===== src/rtl/bf_pkg.sv =====
// Brainfuck opcode bytes, loader/receiver state encodings and the opcode filter.
// Shared between the program loader and cpu_core.
package bf_pkg;

  localparam logic [7:0] OP_INC   = 8'h2B;
  localparam logic [7:0] OP_DEC   = 8'h2D;
  localparam logic [7:0] OP_LEFT  = 8'h3C;
  localparam logic [7:0] OP_RIGHT = 8'h3E;
  localparam logic [7:0] OP_LOOP  = 8'h5B;
  localparam logic [7:0] OP_END   = 8'h5D;
  localparam logic [7:0] OP_OUT   = 8'h2E;
  localparam logic [7:0] OP_IN    = 8'h2C;

  typedef enum logic [1:0] {L_IDLE, L_RECV, L_FILL, L_DONE} load_state_t;
  typedef enum logic [1:0] {RX_IDLE, RX_START, RX_DATA, RX_STOP} rx_state_t;

  function automatic logic is_bf_op(input logic [7:0] b);
    return b inside {OP_INC, OP_DEC, OP_LEFT, OP_RIGHT, OP_LOOP, OP_END, OP_OUT, OP_IN};
  endfunction

endpackage


===== src/rtl/uart_rx.sv =====
// UART 8N1 receiver: synchronises rxd, rejects start-bit glitches, samples at bit centres
// and emits a one-cycle rx_valid (good stop) or rx_frame_err (low stop).
module uart_rx
  import bf_pkg::*;
#(
  parameter int CLKS_PER_BIT = 104
) (
  input  logic       clk,
  input  logic       resetn,
  input  logic       rxd,
  output logic       rx_valid,
  output logic [7:0] rx_data,
  output logic       rx_frame_err
);

  localparam int CW = $clog2(CLKS_PER_BIT);
  localparam logic [CW-1:0] CNT_FULL = CW'(CLKS_PER_BIT - 1);
  localparam logic [CW-1:0] CNT_HALF = CW'(CLKS_PER_BIT / 2 - 1);

  rx_state_t       state_reg, state_next;
  logic            sync1_reg, sync2_reg, prev_reg;
  logic [CW-1:0]   cnt_reg;
  logic [2:0]      bit_reg;
  logic [7:0]      shift_reg;

  always_ff @(posedge clk or negedge resetn) begin
    if (!resetn) state_reg <= RX_IDLE;
    else         state_reg <= state_next;
  end

  always_comb begin
    state_next = state_reg;
    case (state_reg)
      RX_IDLE:  if (prev_reg && !sync2_reg) state_next = RX_START;
      // Line must still be low at mid start bit, otherwise it was a glitch.
      RX_START: if (cnt_reg == CNT_HALF) state_next = sync2_reg ? RX_IDLE : RX_DATA;
      RX_DATA:  if (cnt_reg == CNT_FULL && bit_reg == 3'd7) state_next = RX_STOP;
      RX_STOP:  if (cnt_reg == CNT_FULL) state_next = RX_IDLE;
      default:  state_next = RX_IDLE;
    endcase
  end

  always_ff @(posedge clk or negedge resetn) begin
    if (!resetn) begin
      sync1_reg    <= 1'b1;
      sync2_reg    <= 1'b1;
      prev_reg     <= 1'b1;
      cnt_reg      <= '0;
      bit_reg      <= '0;
      shift_reg    <= '0;
      rx_valid     <= 1'b0;
      rx_frame_err <= 1'b0;
    end else begin
      sync1_reg    <= rxd;
      sync2_reg    <= sync1_reg;
      prev_reg     <= sync2_reg;
      rx_valid     <= (state_reg == RX_STOP) && (cnt_reg == CNT_FULL) && sync2_reg;
      rx_frame_err <= (state_reg == RX_STOP) && (cnt_reg == CNT_FULL) && !sync2_reg;
      if (state_reg == RX_IDLE || state_next != state_reg || cnt_reg == CNT_FULL)
        cnt_reg <= '0;
      else
        cnt_reg <= cnt_reg + 1'b1;
      if (state_reg == RX_START)
        bit_reg <= '0;
      else if (state_reg == RX_DATA && cnt_reg == CNT_FULL) begin
        bit_reg   <= bit_reg + 1'b1;
        shift_reg <= {sync2_reg, shift_reg[7:1]};
      end
    end
  end

  always_comb rx_data = shift_reg;

endmodule


===== src/rtl/uart_prog_loader.sv =====
// Receives a Brainfuck program over UART, keeps only opcodes, checks bracket balance,
// writes it into program SPRAM from address 0 and zero-fills the remainder.
module uart_prog_loader
  import bf_pkg::*;
#(
  parameter int          PROG_ADDR_WIDTH = 14,
  parameter int          PROG_LEN        = 16383,
  parameter int          CLKS_PER_BIT    = 104,
  parameter logic [7:0]  END_BYTE        = 8'h21
) (
  input  logic                       clk,
  input  logic                       resetn,
  input  logic                       uart_rxd,
  input  logic                       load_req,
  output logic                       prog_we,
  output logic [PROG_ADDR_WIDTH-1:0] prog_addr,
  output logic [7:0]                 prog_wr,
  output logic                       loaded,
  output logic                       busy,
  output logic [PROG_ADDR_WIDTH-1:0] prog_count,
  output logic                       bracket_err,
  output logic                       overflow,
  output logic                       frame_err
);

  localparam int AW = PROG_ADDR_WIDTH;
  localparam logic [AW-1:0] LEN_FULL = AW'(PROG_LEN);

  load_state_t   state_reg, state_next;
  logic [AW-1:0] wr_ptr_reg;
  logic [AW:0]   depth_reg;
  logic          rx_valid, rx_frame_err;
  logic [7:0]    rx_data;

  uart_rx #(.CLKS_PER_BIT(CLKS_PER_BIT)) u_rx (
    .clk          (clk),
    .resetn       (resetn),
    .rxd          (uart_rxd),
    .rx_valid     (rx_valid),
    .rx_data      (rx_data),
    .rx_frame_err (rx_frame_err)
  );

  logic start_load, rx_op, rx_end, ptr_full, any_err;
  assign start_load = (state_reg == L_IDLE || state_reg == L_DONE) && load_req;
  assign rx_op      = rx_valid && (state_reg == L_RECV) && is_bf_op(rx_data);
  assign rx_end     = rx_valid && (state_reg == L_RECV) && (rx_data == END_BYTE);
  assign ptr_full   = (wr_ptr_reg == LEN_FULL);
  assign any_err    = bracket_err || overflow || frame_err;

  always_ff @(posedge clk or negedge resetn) begin
    if (!resetn) state_reg <= L_IDLE;
    else         state_reg <= state_next;
  end

  always_comb begin
    state_next = state_reg;
    case (state_reg)
      L_IDLE, L_DONE: if (start_load) state_next = L_RECV;
      L_RECV:         if (rx_end) state_next = L_FILL;
      L_FILL:         if (ptr_full) state_next = any_err ? L_IDLE : L_DONE;
      default:        state_next = L_IDLE;
    endcase
  end

  always_comb begin
    loaded = (state_reg == L_DONE);
    busy   = (state_reg == L_RECV) || (state_reg == L_FILL);
  end

  always_ff @(posedge clk or negedge resetn) begin
    if (!resetn) begin
      prog_we     <= 1'b0;
      prog_addr   <= '0;
      prog_wr     <= '0;
      prog_count  <= '0;
      bracket_err <= 1'b0;
      overflow    <= 1'b0;
      frame_err   <= 1'b0;
      wr_ptr_reg  <= '0;
      depth_reg   <= '0;
    end else begin
      prog_we <= 1'b0;
      if (start_load) begin
        prog_count  <= '0;
        bracket_err <= 1'b0;
        overflow    <= 1'b0;
        frame_err   <= 1'b0;
        wr_ptr_reg  <= '0;
        depth_reg   <= '0;
      end else if (state_reg == L_RECV) begin
        if (rx_frame_err) frame_err <= 1'b1;
        if (rx_end && depth_reg != '0) bracket_err <= 1'b1;
        if (rx_op) begin
          if (ptr_full) overflow <= 1'b1;
          else begin
            prog_we    <= 1'b1;
            prog_addr  <= wr_ptr_reg;
            prog_wr    <= rx_data;
            wr_ptr_reg <= wr_ptr_reg + 1'b1;
            prog_count <= prog_count + 1'b1;
            // Unmatched ']' flags the error but leaves depth at zero.
            if (rx_data == OP_LOOP) depth_reg <= depth_reg + 1'b1;
            else if (rx_data == OP_END) begin
              if (depth_reg == '0) bracket_err <= 1'b1;
              else                 depth_reg <= depth_reg - 1'b1;
            end
          end
        end
      end else if (state_reg == L_FILL && !ptr_full) begin
        prog_we    <= 1'b1;
        prog_addr  <= wr_ptr_reg;
        prog_wr    <= 8'h00;
        wr_ptr_reg <= wr_ptr_reg + 1'b1;
      end
    end
  end

endmodule

===== config.mk =====
export PLATFORM = sky130hd
export DESIGN_NAME = uart_prog_loader
export DESIGN_NICKNAME = d
export VERILOG_FILES = /design/src/rtl/bf_pkg.sv /design/src/rtl/uart_rx.sv /design/src/rtl/uart_prog_loader.sv
export SDC_FILE = /design/constraint.sdc
export NUM_CORES = 1
export LEC_CHECK = 0
export ABC_AREA = 1
export CAP_MARGIN = 30
export CORE_MARGIN = 4
export CORE_UTILIZATION = 53
export DETAILED_ROUTE_END_ITERATION = 7
export GPL_TIMING_DRIVEN = 1
export PLACE_DENSITY = 0.84
export SYNTH_ARGS = -nofsm -noshare
export SYNTH_HDL_FRONTEND = slang
export SYNTH_SLANG_ARGS = --single-unit

===== constraint.sdc =====
create_clock -name clk -period 2.3 [get_ports clk]
set_clock_uncertainty 0.2 [all_clocks]
set_input_delay 0.575 -clock clk [delete_from_list [all_inputs] [get_ports clk]]
set_output_delay 0.575 -clock clk [all_outputs]
set_load 0.05 [all_outputs]

# After elaboration in Yosys (flattened, before gate mapping)
# Index checks and enable logic that the tools add are counted.
dict set report classes {
  addsub 6
  eq_ne 29
  mux 58
  bitwise_logic 2
  reduce_logical 42
}
# cell count
set ops {}
lappend ops {{$mux W14} 13}
lappend ops {{$mux W15} 7}
lappend ops {{$eq A8 B6 Y1 const B} 7}
lappend ops {{$mux W8} 4}
lappend ops {{$add A14 B1 Y14 const B} 2}
lappend ops {{$mux W1} 20}
lappend ops {{$mux W2} 9}
lappend ops {{$eq A8 B7 Y1 const B} 2}
lappend ops {{$add A15 B1 Y15 const B} 1}
lappend ops {{$logic_not A15 Y1} 1}
lappend ops {{$reduce_bool A15 Y1} 1}
lappend ops {{$sub A15 B1 Y15 const B} 1}
lappend ops {{$eq A14 B14 Y1 const B} 1}
lappend ops {{$logic_and A1 B1 Y1} 12}
lappend ops {{$ne A2 B2 Y1 const B} 6}
lappend ops {{$reduce_and A3 Y1} 4}
lappend ops {{$reduce_bool A2 Y1} 6}
lappend ops {{$ne A3 B3 Y1 const B} 3}
lappend ops {{$eq A2 B2 Y1 const B} 4}
lappend ops {{$pmux W2 S4} 1}
lappend ops {{$reduce_bool A8 Y1} 1}
lappend ops {{$add A7 B1 Y7 const B} 1}
lappend ops {{$eq A7 B6 Y1 const B} 1}
lappend ops {{$eq A7 B7 Y1 const B} 1}
lappend ops {{other kinds (16)} 28}
dict set report totals {
  regBits 96
  inputBits 4
  out_inout_bits 42
}

# Longest topological paths before layout
dict set report depth {
  ltp_word 12
  mapped_depth 15
}

# Modules after synthesis
# A second synthesis with hierarchy kept.
dict set report hier_totals {
  cells_unflattened 820
  area_unflattened_um2 6022.0
}
# module n_inst cells_per_inst area_each_um2 seq_area_each_um2
set by_module_without_submodules {}
lappend by_module_without_submodules {uart_prog_loader 1 694 4879.7 1776.7}
lappend by_module_without_submodules {uart_rx 1 126 1142.3 629.4}

# Worst setup path after synthesis
# OpenSTA, ideal clock, no wires.
dict set report synth_path {
  path_kind {reg2reg}
  from {register u_rx.shift_reg[5], in the netlist u_rx.rx_data[5]}
  to {register depth_reg[6]}
  arrival_time_ns 2.190
  required_time_ns 1.979
  setup_slack_ns -0.211
  stages_incl_launch_ff 13
  n_path_buf 0
  period_less_slack_ns 2.511
  path_cell_list {dfrtp_1 inv_1 nand2_1 nor2_1 nand2_1 fa_1 nand3_1 nand3_1 nand2_1 nand2_1 or2_2 nand3_1 o21ai_1}
}
dict set report synth_between {
  elab_chain_len 6
}
# item line
set synth_lines {}
lappend synth_lines {{start: declaration} uart_rx.sv:24} ;# logic [7:0] shift_reg;
lappend synth_lines {{start signal: assignment} uart_rx.sv:67} ;# shift_reg <= {sync2_reg, shift_reg[7:1]};
lappend synth_lines {{$eq A8 B7 Y1} {bf_pkg.sv:18, uart_prog_loader.sv:103}}
lappend synth_lines {{$mux W15} uart_prog_loader.sv:103} ;# if (rx_data == OP_LOOP) depth_reg <= depth_reg + 1'b1;
lappend synth_lines {{$mux W15} uart_prog_loader.sv:95} ;# if (ptr_full) overflow <= 1'b1;
lappend synth_lines {{$mux W15} uart_prog_loader.sv:94} ;# if (rx_op) begin
lappend synth_lines {{$mux W15} uart_prog_loader.sv:91} ;# end else if (state_reg == L_RECV) begin
lappend synth_lines {{$mux W15} uart_prog_loader.sv:84} ;# if (start_load) begin
lappend synth_lines {{end signal: assignment} uart_prog_loader.sv:103}
lappend synth_lines {{end signal: assignment} uart_prog_loader.sv:106} ;# else depth_reg <= depth_reg - 1'b1;
lappend synth_lines {{end: declaration} uart_prog_loader.sv:31} ;# logic [AW:0] depth_reg;
# Several ways; a longest one is shown, not always the timed one. The select of a mux whose other input is x is not followed.
# A chain may end at the register's enable or synchronous reset.

# Worst setup path after layout
dict set report layout_path {
  from {register u_rx.shift_reg[5], in the netlist u_rx.rx_data[5]}
  to {register depth_reg[12]}
}
# Same word-level chain as after synthesis.

==> flow_metrics.env <==
export IMPL_seq_area_frac_synth=0.410
export IMPL_finalInstanceArea_sq_um=7330
export IMPL_die_area_sq_um=12800
export IMPL_grt_max_degree=35
export IMPL_syn_nets=827
export IMPL_place_gp_congestion=0.956
export IMPL_critPathTopFamily="simple AND/OR/NAND/NOR gates"
export IMPL_placed_cell_area_sq_um=6780
export IMPL_synth_top_family_by_area="simple AND/OR/NAND/NOR gates"
export IMPL_route_detailed_drc=0
export IMPL_synth_area_mux_share=0.00170
export IMPL_antennaDiodeCount=0
export IMPL_routedWlPerCell_um=14.4
export IMPL_largest_reg_flops=15
export IMPL_ys_async_sr_fraction=1.00
export IMPL_slew_headroom=0.667
export IMPL_worst_slack_ns=-0.0162
export IMPL_tritoncts="yes"
export IMPL_clock_sinks=96
export IMPL_yosys_area_share_simple=0.373
export IMPL_postRouteAntennaNets=0
export IMPL_cts_buffers=9
export IMPL_multiInputGateArea_sq_um=3320
export IMPL_synth_cells=801
export IMPL_layout_area_seq_sq_um=2410
export IMPL_ys_seq_elements=96
export IMPL_cpPeakStageDelay_ns=0.40
export IMPL_antenna_found_initial=0
export IMPL_grt_usage=0.239
export IMPL_syn_area_per_cell_sq_um=7.33
export IMPL_fmax_mhz=432
export IMPL_critPathKind="flop to flop"
export IMPL_rows=38
export IMPL_drv_cap=0
export IMPL_finalCritPeriodShare=1.01
export IMPL_p_leak_nw=3.95
export IMPL_ys_flop_type="dfrtp_1"
export IMPL_worst_pin_slew_ns=0.502
export IMPL_core_sq_um=10800
export IMPL_initial_core_util=0.542
export IMPL_drt_pass1_iterations=5
export IMPL_htree_levels=3
export IMPL_yosysTopAreaCell="dfrtp_1"
export IMPL_setup_viol=4
export IMPL_yosysWarnings=0
export IMPL_cts_root_buffer="clkbuf_8"
export IMPL_synth_edf_count=0
export IMPL_drive_above_1_share=0.209
export IMPL_drt_iter0_markers=469
export IMPL_wirelength_mm=15.0
export IMPL_yosysMostFrequentCell="nand2_1"
export IMPL_area_growth_synth_to_final_pct=24.8
export IMPL_cts_buffer_depth=2
export IMPL_crit_path_top_delay_cell="dfrtp_1"
export IMPL_vias_per_cell=5.35
export IMPL_numPortBuffers=45
export IMPL_crit_chain="inv_2 -> nand2_2 -> nor2_4 -> nand2_4 -> buf_12 -> fa_2 -> nand3_2 -> nand3_4 -> buf_6 -> nand3_4 -> nand3_2 -> nand2_1 -> nand2_1 -> nand3_1 -> nand2_1"
export IMPL_worstSkewPairLatency_ns=0.37
export IMPL_power_density_nw_per_um2=1120
export IMPL_hp_class="flop to flop"
export IMPL_hold_viol=0
export IMPL_first_global_vias=5265
export IMPL_die_height_um=113
export IMPL_rsz0062_at_grt="yes"
export IMPL_violations="negative setup slack"
export IMPL_cp_max_fo=8
export IMPL_grt_pass1_wl_mm=25.1
export IMPL_post_route_min_period_ns=2.32
export IMPL_netlist_area_sq_um=5870
export IMPL_cp_required_ns=2.37
export IMPL_grt_overflow_total=0
export IMPL_post_synth_top_area_fraction=0.396
export IMPL_end_kind="flop"
export IMPL_fin_total_pwr_mw=8.17
export IMPL_clk_pin_slew_ns=0.10
export IMPL_slew_viol_final=0
export IMPL_cp_num_buf_inv=3
export IMPL_ys_types=37
export IMPL_cp_common_cell="nand2_1"
export IMPL_yosys_top_cells_area="dfrtp_1 (40%), nand2_1 (17%), nand3_1 (7.2%)"
export IMPL_die_w_um=113
export IMPL_finalNetCount=924
export IMPL_start_kind="flop"
export IMPL_vias=5585
export IMPL_dpl_hpwl_mm=10.1
export IMPL_io_pin_count=46
export IMPL_synth_xor_area_share=0.0418
export IMPL_synth_compound_area_frac=0.0509
export IMPL_synth_adder_area_share=0.0481
export IMPL_irDropWorstVdd_mv=0.679
export IMPL_crit_arrival_ns=2.39
export IMPL_status="finished with violations"
export IMPL_ys_top_cells_by_count="nand2_1 (259), dfrtp_1 (93), nor2_1 (89)"
export IMPL_num_fill_cells=868
report_power, final:
part / internal, mW / leakage (nW) / switching [mW] / total, mW
Combinational: 1.67 / 2.56 / 2.82 / 4.50
Sequential: 2.08 / 1.29 / 0.429 / 2.50
Clock: 0.541 / 0.0966 / 0.633 / 1.17
kinds of logic (layout without fill, tap and decap cells):
logic type | count (synthesis) | count (layout)
AO/OA/AOI/OAI | 56 | 56
XOR/XNOR | 28 | 28
adder cells (fa/ha/maj) | 22 | 22
buffers and inverters | 104 | 205
flip-flops | 96 | 96
multiplexers | 1 | 1
AND/OR/NAND/NOR | 494 | 495
path summary, 6_finish.rpt:
path | from | endpoint | slack [ns] | depth (start not counted)
worst max-delay path | u_rx.rx_data[5]$_DFFE_PN0P_ | depth_reg[12]$_DFFE_PN0P_ | -0.02 | 15
worst min-delay path | u_rx.sync1_reg$_DFF_PN1_ | u_rx.sync2_reg$_DFF_PN1_ | 0.16 | 0
worst max register to register | u_rx.rx_data[5]$_DFFE_PN0P_ | depth_reg[12]$_DFFE_PN0P_ | -0.02 | 15
worst min register to register | u_rx.sync1_reg$_DFF_PN1_ | u_rx.sync2_reg$_DFF_PN1_ | 0.16 | 0
max in group asynchronous | resetn | u_rx.prev_reg$_DFF_PN1_ | 0.80 | 3
min in group asynchronous | resetn | depth_reg[5]$_DFFE_PN0P_ | 0.49 | 2
cell usage in the layout, fill, tap and decap left out, types with 11 or more instances in the layout:
cell and instances:
nand2_1 244, o21ai_1 11, a21oi_1 13, xor2_1 22, ha_1 14, nand3_2 12, dlygate4sd2_1 19, dfrtp_1 93
buf_4 77, o21ai_0 20, nor2_1 80, nand3_1 74, nand2_2 18, inv_1 77, nand4_1 22
stage by stage:
step / std cells / hold WS [ns] / worst slack (ns) / util / setup TNS, ns
floorplan: 801 / 0.0794 / 0.00104 / - / 0
global placement: 1015 / 0.147 / -0.0482 / 0.625 / -0.403
detailed placement: 1015 / 0.147 / -0.0927 / 0.625 / -0.702
CTS: 1038 / 0.161 / -0.0419 / 0.660 / -0.0991
global route: 1043 / 0.171 / -0.149 / 0.676 / -1.93
finish: 1043 / 0.160 / -0.0162 / 0.676 / -0.0388
area by class of cell:
| type | instances | share of cell area |
|---|---|---|
| clock inverters | 5 | 0.00853 |
| flip-flops and latches | 96 | 0.328 |
| inverters | 82 | 0.0420 |
| well taps | 140 | 0.0239 |
| clock buffers | 11 | 0.0193 |
| multi-input cells | 602 | 0.453 |
| repair buffers | 107 | 0.125 |
per-layer routing:
layer	GRT usage	wire length, um	vias up
met3	0.0508	855	37
met1	0.331	6730	2622
met5	0	0	-
li1	-	-	2756
met2	0.371	7020	170
met4	0.0881	415	0
what timing repair did:
| action | 4_1_cts | 5_1_grt |
|---|---|---|
| endpoints found under the setup margin | 29 | 44 |
| buffers inserted | 6 | 4 |
| endpoints found under the hold margin | 27 | 0 |
| cloned | 0 | 1 |
| gates resized for setup | 47 | 35 |
| pin swaps | 7 | 15 |
| hold buffers | 1 | 0 |
(Power assumes the default switching activity.)
